File: config.mk
export PLATFORM = sky130hd
export DESIGN_NAME = pc_sequencer
export DESIGN_NICKNAME = d
export VERILOG_FILES = /design/src/rtl/pc_sequencer_pkg.sv /design/src/rtl/pc_sequencer_lut.sv /design/src/rtl/pc_sequencer.sv
export SDC_FILE = /design/constraint.sdc
export NUM_CORES = 1
export LEC_CHECK = 0
export ABC_AREA = 1
export CAP_MARGIN = 5
export CORE_UTILIZATION = 45
export DETAILED_ROUTE_END_ITERATION = 12
export PLACE_DENSITY_LB_ADDON = 0.1
export SYNTH_ARGS = -nofsm -noshare
export SYNTH_HDL_FRONTEND = slang
export SYNTH_SLANG_ARGS = --single-unit
File: constraint.sdc
create_clock -name Clk -period 1.5 [get_ports Clk]
set_input_delay 0.15 -clock Clk [delete_from_list [all_inputs] [get_ports Clk]]
set_output_delay 0.15 -clock Clk [all_outputs]
set_load 0.01 [all_outputs]
File: src/rtl/pc_sequencer_pkg.sv
// Shared types and shipped branch-target tables for the program-counter sequencer.
// PC_RELATIVE_EN selects which table the LUT serves: absolute addresses or signed offsets.
package pc_pkg;

    typedef enum logic [1:0] {
        IDLE   = 2'd0,
        PRIME  = 2'd1,
        RUN    = 2'd2,
        HALTED = 2'd3
    } pc_state_t;

    localparam int PC_W_DEF  = 10;
    localparam int LUT_W_DEF = 5;
    localparam int LUT_DEPTH = 32;
    localparam int LUT_IDX_W = $clog2(LUT_DEPTH);

    // Entries are stored 16 bits wide and signed so the relative table sign-extends cleanly.
    localparam logic signed [15:0] PC_LUT_ABS [LUT_DEPTH] = '{
        16'd0,   16'd8,   16'd16,  16'd40,  16'd48,  16'd64,  16'd80,  16'd96,
        16'd112, 16'd128, 16'd144, 16'd160, 16'd176, 16'd192, 16'd208, 16'd224,
        16'd256, 16'd288, 16'd320, 16'd352, 16'd384, 16'd416, 16'd448, 16'd480,
        16'd512, 16'd576, 16'd640, 16'd704, 16'd768, 16'd832, 16'd896, 16'd1023
    };

    localparam logic signed [15:0] PC_LUT_REL [LUT_DEPTH] = '{
        16'h0000, 16'h0001, 16'h0002, 16'hFFFC, 16'h0004, 16'hFFF8, 16'h0008, 16'hFFF0,
        16'h0010, 16'hFFE0, 16'h0020, 16'hFFC0, 16'h0040, 16'hFF80, 16'h0080, 16'hFFFE,
        16'h0003, 16'hFFFD, 16'h0005, 16'hFFFB, 16'h0006, 16'hFFFA, 16'h0007, 16'hFFF9,
        16'h000A, 16'hFFF6, 16'h000C, 16'hFFF4, 16'h0014, 16'hFFEC, 16'h0064, 16'hFF9C
    };

`ifdef PC_RELATIVE_EN
    localparam logic signed [15:0] PC_LUT [LUT_DEPTH] = PC_LUT_REL;
`else
    localparam logic signed [15:0] PC_LUT [LUT_DEPTH] = PC_LUT_ABS;
`endif

endpackage

File: src/rtl/pc_sequencer_lut.sv
// Combinational branch-target ROM: maps a LUT index to a PC_W-bit table entry.
// The entry is an absolute address or a signed offset depending on PC_RELATIVE_EN.
module pc_lut
    import pc_pkg::*;
#(
    parameter int PC_W  = PC_W_DEF,
    parameter int LUT_W = LUT_W_DEF
) (
    input  logic [LUT_W-1:0] Target,
    output logic [PC_W-1:0]  entry
);

    logic [LUT_IDX_W-1:0] idx;

    assign idx = LUT_IDX_W'(Target);

    // Signed cast keeps offsets correct if PC_W is ever wider than the stored entries.
    assign entry = PC_W'(PC_LUT[idx]);

endmodule

File: src/rtl/pc_sequencer.sv
// Program-counter sequencer: start/prime/run/halt FSM plus hold/increment/branch next-PC select.
// With PC_RELATIVE_EN defined, branch targets are PC plus a signed LUT offset.
module pc_sequencer
    import pc_pkg::*;
#(
    parameter int PC_W       = PC_W_DEF,
    parameter int LUT_W      = LUT_W_DEF,
    parameter int START_ADDR = 0
) (
    input  logic             Clk,
    input  logic             Reset,
    input  logic             Start,
    input  logic             taken,
    input  logic             Branch,
    input  logic             Jump,
    input  logic [LUT_W-1:0] Target,
    input  logic             Halt,
    input  logic             Hold,
    output logic [PC_W-1:0]  ProgCtr,
    output logic             Running,
    output logic             Done
);

    // Harness handshake: Start is a level; holding it primes the PC, its release begins
    // execution, and Done stays high from the halt until the next Start is seen.
    pc_state_t state;

    logic [PC_W-1:0] lut_entry;
    logic [PC_W-1:0] target_pc;
    logic [PC_W-1:0] pc_inc;
    logic [PC_W-1:0] start_pc;
    logic            take_target;

    pc_lut #(
        .PC_W  (PC_W),
        .LUT_W (LUT_W)
    ) u_lut (
        .Target (Target),
        .entry  (lut_entry)
    );

`ifdef PC_RELATIVE_EN
    assign target_pc = ProgCtr + lut_entry;
`else
    assign target_pc = lut_entry;
`endif

    assign pc_inc      = ProgCtr + PC_W'(1);
    assign start_pc    = PC_W'(START_ADDR);
    assign take_target = Jump || (Branch && taken);

    always_ff @(posedge Clk or posedge Reset) begin
        if (Reset) begin
            state   <= IDLE;
            ProgCtr <= '0;
            Running <= 1'b0;
            Done    <= 1'b0;
        end else begin
            case (state)
                IDLE: begin
                    if (Start) begin
                        state   <= PRIME;
                        ProgCtr <= start_pc;
                    end
                end
                PRIME: begin
                    ProgCtr <= start_pc;
                    if (!Start) begin
                        state   <= RUN;
                        Running <= 1'b1;
                    end
                end
                RUN: begin
                    if (Start) begin
                        state   <= PRIME;
                        ProgCtr <= start_pc;
                        Running <= 1'b0;
                    end else if (Halt) begin
                        // PC stays on the halt instruction so the harness can see where it stopped.
                        state   <= HALTED;
                        Running <= 1'b0;
                        Done    <= 1'b1;
                    end else if (!Hold) begin
                        if (take_target) begin
                            ProgCtr <= target_pc;
                        end else begin
                            ProgCtr <= pc_inc;
                        end
                    end
                end
                HALTED: begin
                    if (Start) begin
                        state   <= PRIME;
                        ProgCtr <= start_pc;
                        Done    <= 1'b0;
                    end
                end
                default: begin
                    state   <= IDLE;
                    ProgCtr <= '0;
                    Running <= 1'b0;
                    Done    <= 1'b0;
                end
            endcase
        end
    end

endmodule

* Yosys cells after proc, flatten, opt, wreduce, memory -nomap -nowiden
Memories as Yosys holds them, arrays and structs flattened.
Index checks and enable logic that the tools add are counted.
** Storage, ports and cells
- Bits in registers :: 14
- Bits in read-only memories :: 512
- Logic and storage cells :: 50
- Memories :: 1
** Operators by class
- Add/sub/neg operators :: 1
- $lt $le $gt $ge :: 1
- Eq/ne operators :: 11
- Mux-type cells :: 21
- Bitwise logic cells :: 1
- Reduce and logical (&&, ||, !) cells :: 10
** Memory list
- (name not given) :: depth 32, bits a word 16, read ports 1, clocked after Yosys merged registers in 0, wr ports 0, line pc_sequencer_lut.sv:18 : assign entry = PC_W'(PC_LUT[idx]);
** Operators by type and width (number)
- 10-bit 2-to-1 mux :: 7
- 10-bit case mux with 3 select lines :: 1
- 10-bit by 1-bit adder with 10-bit output (second input constant) :: 1
- 3-bit inequality test (second input constant) :: 3
- 3-bit AND reduction :: 3
- 2-bit 2-to-1 mux :: 4
- 2-bit inequality test (second input constant) :: 4
- 6-bit greater-or-equal comparator (second input constant) :: 1
- 1-bit 2-to-1 mux :: 6
- 5-bit inverter with 6-bit output :: 1
- 2-bit case mux with 3 select lines :: 1
- 2-bit equality test (second input constant) :: 2
- 1-bit case mux with 2 select lines :: 2
- 4-bit AND reduction :: 1
- 2-bit nonzero test :: 2
- 2-bit by 1-bit equality test with 1-bit output (second input constant) :: 1
- 2-bit zero test :: 1
- 2-bit by 1-bit inequality test with 1-bit output (second input constant) :: 1
- 2-bit OR reduction :: 1
- 1-bit logical AND :: 1
- 1-bit logical OR :: 1

* Depth between registers and ports, before layout
Gate-level depths: netlist of the first run.
- Word-level depth :: 9
- Depth in mapped cells :: 9
- Depth with buffers taken out :: 9

* Cells and area by module
From an unflattened synthesis of the first run, not the netlist that was laid out.
** Unflattened totals
- Cells, all modules :: 197
- Area total of the unflattened synthesis :: 1239.9 sq um
** Modules (own cells, without submodules)
- pc_sequencer :: times used 1, cells an instance 148, area an instance 982.2 sq um, seq. area each 350.3 sq um
- pc_lut :: times used 1, cells an instance 49, area an instance 257.7 sq um, seq. area each 0.0 sq um

* Worst setup path before layout of the first run
No wires, ideal clock.
- Path type :: flip-flop to flip-flop
- From :: register state[0]
- To :: register ProgCtr[2]
- Setup time :: 0.121 ns
- Data arrival time :: 1.190 ns
- Path slack :: 0.189 ns
- Cell stages (with the launch flop) :: 10
- Buffers on the path :: 0
- Cells stage by stage :: dfrtp_1 -> inv_1 -> ha_1 -> inv_1 -> nor2_2 -> nand2_2 -> nand3_2 -> inv_4 -> nand2_4 -> o21ai_2
** On the way
- Cells in the longest elaborated chain, start to end :: 4
- Elaborated cells between the ends (all ways) :: 10
- Classes of those cells :: eq/ne: 6; mux: 1; reduce/logical: 3
** Ends and longest elaborated chain
- start, declared :: line pc_sequencer.sv:26 : pc_state_t state;
- start signal, assigned :: line pc_sequencer.sv:54 : state <= IDLE;
- start signal, assigned :: line pc_sequencer.sv:62 : state <= PRIME;
- start signal, assigned :: line pc_sequencer.sv:69 : state <= RUN;
- 2-bit equality test / 2-bit zero test (equally long branches) :: line pc_sequencer.sv:59 : case (state)
- 2-bit OR reduction (no source line)
- 2-bit by 1-bit inequality test with 1-bit output (no source line)
- 3-bit AND reduction (no source line)
- end signal, assigned :: line pc_sequencer.sv:63 : ProgCtr <= start_pc;
- end signal, assigned :: line pc_sequencer.sv:67 : ProgCtr <= start_pc;
- end signal, assigned :: line pc_sequencer.sv:76 : ProgCtr <= start_pc;
- end, declared :: line pc_sequencer.sv:19 : output logic [PC_W-1:0] ProgCtr,
Several ways; a longest one is shown, not always the timed one.
A chain may end at the register's enable or synchronous reset.

* Final worst setup path of the first run
- From :: register ProgCtr[7]
- To :: output port ProgCtr[7]
No word-level cell between the ends.

==> summary.md, run 1 <==
| Metric | Value |
|---|---|
| Core Util, Final | 61.6% |
| Post-Syn Area | 0.00117 mm2 |
| Share of cells above drive strength 1 | 13.6% |
| Pins Over Slew Limit | 0 |
| Die area | 0.00282 mm2 |
| Dpl hpwl | 2050 um |
| Hold Vio Cnt, Final | 0 |
| Vias | 1227 |
| Worst hold path class | input pin to async pin |
| First-pass GRT wire length | 4480 um |
| Yosys cell types | 21 |
| Syn nets | 203 |
| Setup TNS | 0 ns |
| WL/cell | 10.7 um |
| Tmin final | 1.45 ns |
| Yosys warns | 0 |
| 1st-pass router iterations | 4 |
| Clock sink count | 14 |
| Final period util | 96.7% |
| Max_slew headroom | 80.4% |
| Synth top area cells | dfrtp_1, nand2_1, nand3_1, inv_1, ha_1 |
| DIE WIDTH | 53.1 um |
| CP delay by family, top | buffers and inverters |
| Initial core utilization | 47.4% |
| Root Buffer | clkbuf_4 |
| PwrDens | 1120 mW/mm2 |
| Yosys top cell by area | dfrtp_1 |
| Post-synth top area share | 29.9% |
| Syn Inst Count | 182 |
| Row count | 18 |
| CP endpoint kind | output port |
| VDD IR max | 0.945 mV |
| Leak | 0.775 nW |
| Worst-Skew Late Latency | 0.28 ns |
| CTS tree | yes |
| Max Root-Sink Buffers | 2 |
| RSZ-0062 raised after global routing | false |
| Ports | 25 |
| Largest net degree at the start of global routing | 15 |
| Initial antenna violation count | 0 |
| Final setup fails | 0 |
| Port Buf Inserts | 24 |
| Final #Nets | 236 |
| GRT Total Usage | 21.5% |
| Status | completed |
| Crit-path max cell delay | 0.57 ns |
| First DRT Iteration DRCs | 24 |
| Grt total ovfl | 0 |
| Kind of critical path | flip-flop to output port |
| Seq/Total Area, Yosys | 29.9% |
| Syn_area_per_cell | 6.45 um2 |
| Post-route ant nets | 0 |
| CTS Buf Count | 3 |
| Final Worst Setup Slack | 0.0491 ns |
| CP max FO | 6 |
| CP Cell Sequence | clkdlybuf4s50_1 |
| Post-Route WL | 2620 um |
| Crit path buffers/inverters | 1 |
| Max-cap viol count | 0 |
| CP required | 1.35 ns |
| CP Launch Type | flip-flop |
| Worst Path Arrival | 1.30 ns |
| Core region area | 0.00248 mm2 |
| Clk slew on worst S/H paths | 0.10 ns |
| Synth Register Bits | 14 |
| Worst-Margin Slew | 0.293 ns |
| Die Y | 53.1 um |
| Slowest CP cell | clkdlybuf4s50_1 |
| Final clock skew | 0.0106 ns |
| Routability cong. | 0.861 |
| H-tree levels | 1 |
| Hold_buf cts | 0 |
| Area Overhead vs Synth | 30.1% |
| Max frequency | 0.689 GHz |
| Worst slack, placed | 0.00485 ns |
| Antenna fix cells | 0 |
| Via/cell ratio | 5.03 |
| Vias in the first global route | 1039 |
| # DRC | 0 |
[layer usage]
metal / global-route usage (%) / routed length (um)
met1: 28.9 / 1260
met2: 36.7 / 1240
met3: 2.59 / 100
met4: 3.95 / 19
met5: 0 / 0
[worst paths after layout]
path	from	to	slack, ns	depth (start not counted)
max	ProgCtr[7]	ProgCtr[7]	0.05	1
max reg2reg	state[1]	ProgCtr[0]	0.11	8
min	Reset	ProgCtr[4]	0.14	3
min in group Clk	Halt	Done	0.49	3
max in group asynchronous	Reset	ProgCtr[2]	1.16	3
min reg2reg	Done	Done	0.49	2
[power by group]
group	internal [mW]	total (mW)	switching, mW
Sequential	0.480	0.579	0.0990
Combinational	0.379	0.846	0.467
Clock	0.147	0.286	0.139
Total	1.01	1.71	0.705
[area by class of cell]
type                            instances  area (um2)
Inverter                               32         123
Tap cell                               30        37.5
Multi-Input combinational cell        136         706
Clock buffer                            4        36.3
Timing Repair Buffer                   28         270
Sequential cell                        14         354
Fill cell                             254         951
[repair_timing]
item / in CTS / in global routing
setup endpoints to repair: 1 / 13
gates resized for setup: 1 / 4
setup buffers: 0 / 0
pin swaps: 0 / 0
[registers in the layout, summed over array words and instances (netlist names)]
| name | cells |
|---|---|
| Done | 1 |
| ProgCtr | 10 |
| Running | 1 |
| state | 2 |
[Yosys cell counts, drive strengths merged]
| library cell | count |
|---|---|
| nor2 | 13 |
| inv | 32 |
| nand3 | 27 |
| a22oi | 1 |
| a21oi | 5 |
| o21ai | 8 |
| o21bai | 1 |
| ha | 8 |
| or2 | 1 |
| o41ai | 1 |
| nand2 | 70 |
| nand4 | 1 |
| dfrtp | 14 |
[cell families after synthesis]
group / share of synthesized area (%)
buffers and inverters: 10.4
AOI/OAI and AO/OA: 9.27
DFF: 29.9
adders and majority gates: 8.53
and+or+nand+nor: 41.9
[cells in the final DEF, fill, tap and decap left out, drive strengths merged, types with 4 or more instances in the layout]
master,count
dfrtp,14
ha,8
nor2,13
nand3,27
o21ai,8
nand2,70
buf,4
clkbuf,4
inv,32
a21oi,5
clkdlybuf4s50,24
[through the flow]
step	area, um2	total power [mW]	instances	hold slack [ns]
6_report	1530	1.71	244	0.145
5_1_grt	1530	1.87	244	0.161
4_1_cts	1520	1.71	244	0.155
3_5_place_dp	1480	1.42	240	0.469
3_3_place_gp	1480	1.39	240	0.463
2_1_floorplan	1170	1.09	182	0.0392
(Power assumes the default switching activity.)
==> inputs of run 2 (changes only) <==
--- a/config.mk
+++ b/config.mk
@@ -9,7 +9,7 @@
 export CAP_MARGIN = 5
 export CORE_UTILIZATION = 45
 export DETAILED_ROUTE_END_ITERATION = 12
-export PLACE_DENSITY_LB_ADDON = 0.1
+export PLACE_DENSITY_LB_ADDON = 0.3
 export SYNTH_ARGS = -nofsm -noshare
 export SYNTH_HDL_FRONTEND = slang
 export SYNTH_SLANG_ARGS = --single-unit
==> run 2 against run 1 <==
  * Count of clock-buffer cells in the layout fell by 1
  * Sequential power about the same
  * Maximum frequency up 0.68%
  * Clock power decreased by 24%
  * Routed wire length is 3.1% higher
  * Total power down 3.0%
  * Largest power group unchanged
  * Hold slack gained 0.063 ns
  * First-iteration DRC count grew 29%
  * Die area is the same
  * Critical endpoint is now ProgCtr[3]
  * Setup slack better by 0.0098 ns
==> summary.md, run 2 (synthesis gave the netlist of run 1 again) <==
| Metric | Value |
|---|---|
| Kind of critical path | flip-flop to output port |
| VDD IR max | 0.922 mV (-2.4%) |
| Crit-path max cell delay | 0.57 ns (about the same) |
| Largest regs | ProgCtr (10), state (2) |
| Die Y | 53.1 um (unchanged) |
| CTS tree | yes |
| Max_slew headroom | 62.8% (-18 points) |
| CP required | 1.35 ns (about the same) |
| Worst hold path class | input pin to async pin |
| Fill cells | 239 (-5.9%) |
| Final setup fails | 0 (unchanged) |
| Tmin final | 1.44 ns (-0.00983 ns) |
| 1st-pass router iterations | 4 (unchanged) |
| GRT Total Usage | 22.2% (+0.70 points) |
| Status | completed |
| CP max FO | 6 (unchanged) |
| Hold Vio Cnt, Final | 0 (unchanged) |
| Die area | 0.00282 mm2 (unchanged) |
| Largest net degree at the start of global routing | 15 (unchanged) |
| Setup TNS | 0 ns (unchanged) |
| Root Buffer | clkbuf_4 |
| CP Cell Sequence | clkdlybuf4s50_1 |
| R2R cell count | 8 (unchanged) |
| Area Overhead vs Synth | 29.6% |
| Post-route ant nets | 0 (unchanged) |
| # DRC | 0 (unchanged) |
| Worst Path Arrival | 1.29 ns (about the same) |
| Ports | 25 (unchanged) |
| Post-layout instance area | 0.00152 mm2 (-0.33%) |
| Antenna fix cells | 0 (unchanged) |
| Clock sink count | 14 (unchanged) |
| Post-Route WL | 2700 um (+3.1%) |
| Hold_buf cts | 0 (unchanged) |
| Post-Layout Cell Count | 243 (-0.41%) |
| Post-Place Cell Area | 0.00148 mm2 (unchanged) |
| Commonest non-fill, non-tap cell in the layout | nand2_1 |
| First DRT Iteration DRCs | 31 (+29%) |
| Final #Nets | 236 (unchanged) |
| Share of cells above drive strength 1 | 14.6% (+1.0 points) |
| Vias | 1226 (-0.081%) |
| Final period util | 96.1% (-0.66 points) |
| PwrDens | 1090 mW/mm2 (-2.7%) |
| Flop2flop setup slack | 0.10 ns (about the same) |
| CP endpoint kind | output port |
| Final clock skew | 0.00425 ns (-0.00631 ns) |
| CP Launch Type | flip-flop |
| Largest register by flop count | ProgCtr |
| Pins Over Slew Limit | 0 (unchanged) |
| Core region area | 0.00248 mm2 (unchanged) |
| H-tree levels | 1 (unchanged) |
| Crit path buffers/inverters | 1 (unchanged) |
| WL/cell | 11.1 um (+3.5%) |
| Row count | 18 (unchanged) |
| Vias in the first global route | 1091 (+5.0%) |
| Max Root-Sink Buffers | 2 (unchanged) |
| Via/cell ratio | 5.05 (+0.33%) |
| Commonest cells after routing, fill and taps aside | nand2_1, inv_1, nand3_1 |
| Clk slew on worst S/H paths | 0.09 ns (about the same) |
| Max-cap viol count | 0 (unchanged) |
| Max frequency | 0.694 GHz (+0.68%) |
| Worst R2R End | ProgCtr[1] |
| Slowest CP cell | clkdlybuf4s50_1 |
| Placed Instances | 240 (unchanged) |
| DIE WIDTH | 53.1 um (unchanged) |
| Leak | 0.784 nW (+1.3%) |
| Dpl hpwl | 2110 um (+2.9%) |
| CP delay by family, top | buffers and inverters |
| Worst-Skew Late Latency | 0.28 ns (about the same) |
| Initial core utilization | 47.4% (unchanged) |
| Routability cong. | 0.778 (-9.7%) |
| Postcts setup bufs | 0 (unchanged) |
| Grt total ovfl | 0 (unchanged) |
| Initial antenna violation count | 0 (unchanged) |
| CTS Buf Count | 3 (unchanged) |
| Port Buf Inserts | 24 (unchanged) |
| RR Startpoint | state[1] |
| First-pass GRT wire length | 4580 um (+2.3%) |
| Max reg flops | 10 (unchanged) |
| Worst-Margin Slew | 0.558 ns (+0.264 ns) |
-- run 2: cell count changes in the layout (fill, tap and decap cells not counted), sizes merged --
cell,before,now
clkbuf,4,3
clkdlybuf4s50,24,23
dlymetal6s2s,0,1
-- run 2: final cells by class --
cell class	count	area [um2]	area share (%)
multi-input cells	136	711	46.7
inverters	32	123	8.06
repair buffers	28	273	17.9
well taps	30	37.5	2.47
clock buffers	3	22.5	1.48
flip-flops and latches	14	355	23.4
-- run 2: stage by stage --
step	util, %	setup WS (ns)	power, mW	hold slack (ns)
after floorplan	-	0.189	1.09	0.0392
after global placement	59.8	0.0210	1.39	0.464
after detailed placement	59.8	-0.0402	1.42	0.472
after CTS	60.8	0.0324	1.64	0.228
after global routing	61.4	-0.00896	1.81	0.247
final	61.4	0.0589	1.66	0.208
-- run 2: metal layers --
metal	vias to the layer above	routed length, um	track usage (%)
met5	-	0	0
met4	0	0	2.19
met3	0	150	6.32
met2	38	1320	38.4
met1	557	1230	28.0
li1	631	-	-
-- run 2: where the power goes --
part	internal (mW)	switching, mW	total, mW
logic	0.385	0.475	0.859
registers	0.481	0.100	0.581
clock network	0.0932	0.125	0.218
-- run 2: worst max-delay path by stage --
stage	from	slack, ns	cells past startpoint	end
3_3_place_gp	Target[1]	0.02	8	ProgCtr[3]
5_1_grt	state[1]	-0.009	8	ProgCtr[1]
3_5_place_dp	Target[1]	-0.04	8	ProgCtr[3]
6_report	ProgCtr[3]	0.06	1	ProgCtr[3]
2_1_floorplan	state[0]	0.19	9	ProgCtr[2]
4_1_cts	ProgCtr[1]	0.03	2	ProgCtr[1]
-- run 2: repair_timing --
action,4_1_cts,5_1_grt
pin swaps,0,1
gates resized for setup,1,8
cloned,0,0
setup endpoints to repair,1,14
hold endpoints to repair,0,0
